<file path="config.mk">
export PLATFORM = sky130hd
export DESIGN_NAME = counter_seek_arbiter
export DESIGN_NICKNAME = d
export VERILOG_FILES = /design/src/rtl/counter_seek_arbiter.sv
export SDC_FILE = /design/constraint.sdc
export NUM_CORES = 1
export LEC_CHECK = 0
export ABC_AREA = 1
export CAP_MARGIN = 5
export CORE_MARGIN = 4
export CORE_UTILIZATION = 45
export DETAILED_ROUTE_END_ITERATION = 16
export PLACE_DENSITY = 0.86
export SYNTH_ARGS = -nofsm -noshare
export SYNTH_HDL_FRONTEND = slang
export SYNTH_SLANG_ARGS = --single-unit
</file>
<file path="constraint.sdc">
create_clock -name clk -period 4.1 [get_ports clk]
set_clock_uncertainty 0.15 [all_clocks]
set_input_delay 0.82 -clock clk [delete_from_list [all_inputs] [get_ports clk]]
set_output_delay 0.82 -clock clk [all_outputs]
set_load 0.005 [all_outputs]
</file>
<file path="src/rtl/counter_seek_arbiter.sv">
// Round-robin arbiter that shares one saturating up/down/load counter
// between two requesters. Each granted request drives the counter to
// a target value, either one step per cycle (seek) or by a direct load.
// It reports completion per requester, with err set when the request
// failed.
//
// state | meaning
// ------+------------------------------------------------------------
// IDLE  | waiting for a request; arbitrates and latches the owner
// CHECK | one cycle to validate the target and pick LOAD/SEEK/RESP
// SEEK  | step the counter toward the target, bounded by the timer
// LOAD  | one cycle of load strobe with the target on data
// RESP  | done pulse for the owner; pointer passes to the other side
module counter_seek_arbiter #(
    parameter int MAX_VAL    = 12,
    parameter int ERR_VAL    = 15,
    parameter int SEEK_LIMIT = 15
) (
    input  logic       clk,
    input  logic       rst,
    input  logic       req0,
    input  logic [5:0] tgt0,
    input  logic       mode0,
    input  logic       req1,
    input  logic [5:0] tgt1,
    input  logic       mode1,
    input  logic [3:0] cnt_out,
    output logic       en,
    output logic       dir,
    output logic       load,
    output logic [5:0] data,
    output logic       gnt0,
    output logic       gnt1,
    output logic       done0,
    output logic       done1,
    output logic       err,
    output logic       busy
);

    typedef enum logic [2:0] {
        IDLE  = 3'd0,
        CHECK = 3'd1,
        SEEK  = 3'd2,
        LOAD  = 3'd3,
        RESP  = 3'd4
    } state_t;

    state_t     state_q, state_d;
    logic       owner_q, owner_d;
    logic [5:0] tgt_q,   tgt_d;
    logic       mode_q,  mode_d;
    logic       ptr_q,   ptr_d;
    logic [3:0] timer_q, timer_d;
    logic       err_q,   err_d;
    logic [1:0] gnt_q,   gnt_d;

    logic       pick;
    logic [5:0] cnt_ext;
    logic       cnt_is_err;
    logic       at_target;

    // The target is 6 bits wide, so compare against a zero-extended count.
    assign cnt_ext    = {2'b00, cnt_out};
    assign cnt_is_err = (cnt_out == 4'(ERR_VAL));
    assign at_target  = (cnt_ext == tgt_q);

    // State, latched request and arbitration registers.
    always_ff @(posedge clk or posedge rst) begin
        if (rst) begin
            state_q <= IDLE;
            owner_q <= 1'b0;
            tgt_q   <= '0;
            mode_q  <= 1'b0;
            ptr_q   <= 1'b0;
            timer_q <= '0;
            err_q   <= 1'b0;
            gnt_q   <= '0;
        end else begin
            state_q <= state_d;
            owner_q <= owner_d;
            tgt_q   <= tgt_d;
            mode_q  <= mode_d;
            ptr_q   <= ptr_d;
            timer_q <= timer_d;
            err_q   <= err_d;
            gnt_q   <= gnt_d;
        end
    end

    // Next-state logic and the counter control decode.
    always_comb begin
        state_d = state_q;
        owner_d = owner_q;
        tgt_d   = tgt_q;
        mode_d  = mode_q;
        ptr_d   = ptr_q;
        timer_d = timer_q;
        err_d   = err_q;
        gnt_d   = '0;
        en      = 1'b0;
        dir     = 1'b0;
        load    = 1'b0;
        data    = '0;
        // A lone requester wins; on a tie the pointer decides.
        pick    = (req0 && req1) ? ptr_q : req1;

        case (state_q)
            IDLE: begin
                if (req0 || req1) begin
                    owner_d     = pick;
                    tgt_d       = pick ? tgt1 : tgt0;
                    mode_d      = pick ? mode1 : mode0;
                    err_d       = 1'b0;
                    gnt_d[pick] = 1'b1;
                    state_d     = CHECK;
                end
            end
            CHECK: begin
                if ((tgt_q > 6'(MAX_VAL)) || cnt_is_err) begin
                    err_d   = 1'b1;
                    state_d = RESP;
                end else if (mode_q) begin
                    state_d = LOAD;
                end else if (at_target) begin
                    state_d = RESP;
                end else begin
                    timer_d = '0;
                    state_d = SEEK;
                end
            end
            SEEK: begin
                if (cnt_is_err) begin
                    err_d   = 1'b1;
                    state_d = RESP;
                end else if (at_target) begin
                    state_d = RESP;
                end else if (timer_q == 4'(SEEK_LIMIT)) begin
                    err_d   = 1'b1;
                    state_d = RESP;
                end else begin
                    en      = 1'b1;
                    dir     = (tgt_q > cnt_ext);
                    timer_d = timer_q + 4'd1;
                end
            end
            LOAD: begin
                en      = 1'b1;
                load    = 1'b1;
                data    = tgt_q;
                state_d = RESP;
            end
            RESP: begin
                ptr_d   = ~owner_q;
                state_d = IDLE;
            end
            default: begin
                state_d = IDLE;
            end
        endcase
    end

    assign gnt0  = gnt_q[0];
    assign gnt1  = gnt_q[1];
    assign done0 = (state_q == RESP) && !owner_q;
    assign done1 = (state_q == RESP) && owner_q;
    assign err   = (state_q == RESP) && err_q;
    assign busy  = (state_q != IDLE);

endmodule

</file>
==> flow_summary.toml <==
[pwr]
vdd_drop_max_v = 0.000421
p_sw_uw = 422
p_clk_share_pct = 10.7
seqPwrFrac_pct = 33.3
power.density_mw_per_mm2 = 573
swShare_pct = 45.1
p_int_uw = 514
power_frac_comb_pct = 56.0
power.leakage_nw = 0.788
power_uw = 937

[sta]
rsz0062_at_grt = "no"
tightest_slew_ns = 0.733
finalCritPeriodShare_pct = 92.1
slew_headroom_pct = 51.1
drv_slew = 0
setup_viol = 0
min_period_ns = 3.78
timing_hold_violations_final = 0
clock.fmax_mhz = 265
finalSetupTns_ns = 0

[global_route]
grt_pass1_wl_microns = 4860
grt_max_degree = 20
grt.total_usage_pct = 17.6
grt_pass1_vias = 1158
grt-ovfl-total = 0
antenna_found_initial = 0

[finish]
diodes = 0
final_area_sq_mm = 0.00163
stdcell_count = 236
areaGrowthSynthToFinish_pct = 35.2
nets = 234
drive_above_1_share_pct = 10.7

[routing]
drt-initial-drc-count = 57
ant_nets = 0
finalWirelength_microns = 2790
vias = 1201
drcViolationCount = 0
viasPerCell = 5.09
dr.pass1.iters = 4
wl_per_cell_microns = 11.8

[clocking]
cts-root-buf = "clkbuf_4"
htree_levels = 1
cts_setup_buffers = 0
cts_num_sinks = 19
clkTransAtPathRegs_ns = 0.12
post_cts_resized = 0
cts_max_path_buffers = 2
numCtsBuffers = 3
tritoncts = "done"
clkLatencyLatePin_ns = 0.31
cts_hold_buf = 0

[floorplanning]
dieArea_sq_mm = 0.00358
rows = 18
coreArea_sq_mm = 0.00252
die_h_microns = 59.8
io_pins = 37
die_x_microns = 59.8
start_util_pct = 47.9

[worst_setup_path]
worstPathArrival_ns = 2.81
worstPathMaxFanout = 4
cp-end-kind = "primary output"
rrSetupSlack_ns = 2.36
worstSetupPathType = "primary input to primary output"
start_kind = "primary input"
cp.required_ns = 3.13

[synth]
yosys.cell_types.count = 22
synth_seq_area_share_pct = 39.3
yosys-top-cells-area = "dfrtp_1 39%, nand2_1 14%, inv_1 7.8%, nor2_1 7.1%, ha_1 5.2%"
avgSynthCellArea_sq_um = 7.28
netlist_area_sq_mm = 0.00121
synth_top_area_share_pct = 39.3
yosysWarningCount = 0
synthCells = 166
synth-seq-cells = 19
synth_nets = 193
synth_area_leader_cell = "dfrtp_1"

[placed_design]
dp_cells = 232
placed_area_sq_mm = 0.00161
hpwl_microns = 2230
place.gp.congestion = 0.789
numPortBuffers = 36

[worst_hold_path]
hp-class = "register to register"

[outcome]
status = "complete, no violations"

[job]
maxCapViolCount = 0
stage by stage:
step           worst slack, ns  hold WS, ns  util, %
2_1_floorplan             1.52        0.291        -
3_5_place_dp             0.367        0.312     63.7
5_1_grt                  0.228        0.368     64.8
6_report                 0.324        0.338     64.8
4_1_cts                  0.347        0.340     64.8
3_3_place_gp             0.456        0.308     63.7
layout by cell type (no fill, tap or decap), drive strengths merged:
cell type and count:
ha 5, clkbuf 3, nand2 50, clkinv 1
nand4 5, nor3b 1, nor2 27, clkdlybuf4s50 36
a21oi 5, inv 30, nand3 10, o211ai 7
o211a 1, dfrtp 19, nor3 2, o21ai 4
routing by layer:
layer	share of wire (%)	GRT usage (%)	vias up
met2	48	29.5	51
met4	1.0	6.96	0
met3	6.5	2.81	4
li1	-	-	606
met5	0	0	-
met1	44	22.4	540
Yosys cell counts:
cell type and instances:
a21oi_1 4, a21oi_2 1, dfrtp_1 19, ha_1 5, inv_1 25, inv_2 5, nand2_1 46, nand2_2 4
nand3_1 8, nand3_2 1, nand3_4 1, nand4_1 5, nor2_1 23, nor2_2 3, nor2_4 1, nor3_2 1
nor3_4 1, nor3b_1 1, o211a_1 1, o211ai_1 7, o21ai_0 3, o21ai_1 1
sequential cells by signal, indices dropped and copies added (netlist names):
signal,cells
owner_q,1
mode_q,1
state_q,3
err_q,1
tgt_q,6
timer_q,4
gnt_q,2
ptr_q,1
cell type report:
type	count	area, sq um
Fill cell	209	888
Multi-Input combinational cell	117	621
Sequential cell	19	475
Timing Repair Buffer	36	360
Inverter	30	113
Tap cell	30	37.5
Clock buffer	3	22.5
Clock inverter	1	5.00
kinds of logic (layout without fill, tap and decap cells):
logic type	after synthesis	count (layout)	synth area share (%)
compound gates	17	17	9.21
fa+ha+maj	5	5	5.18
buf+inv	30	70	9.32
flops	19	19	39.3
simple gates	95	95	37.0
power by group through the flow:
stage / sequential (mW) / clock (mW) / combinational, mW
6_report: 0.312 / 0.100 / 0.524
3_3_place_gp: 0.314 / 0 / 0.507
5_1_grt: 0.322 / 0.110 / 0.600
3_5_place_dp: 0.317 / 0 / 0.524
4_1_cts: 0.313 / 0.102 / 0.529
2_1_floorplan: 0.308 / 0 / 0.356
final timing paths:
kind,from,to,depth (start not counted)
setup / recovery,cnt_out[3],dir,9
hold / removal,err_q$_DFFE_PP0P_,err_q$_DFFE_PP0P_,2
setup reg to reg,tgt_q[3]$_DFFE_PP0P_,state_q[0]$_DFFE_PP0P_,7
hold reg to reg,err_q$_DFFE_PP0P_,err_q$_DFFE_PP0P_,2
max in group asynchronous,rst,mode_q$_DFFE_PP0P_,2
min in group asynchronous,rst,timer_q[1]$_DFFE_PP0P_,2
worst max-delay path, stage by stage:
cell,delay [ns]
clkdlybuf4s50_1,0.49
inv_1,0.05
ha_1,0.31
nand2_1,0.10
nor2_1,0.06
nand2_1,0.11
nand3_1,0.15
nor2_1,0.18
clkdlybuf4s50_1,0.53
Power figures use the tool's default switching activity.
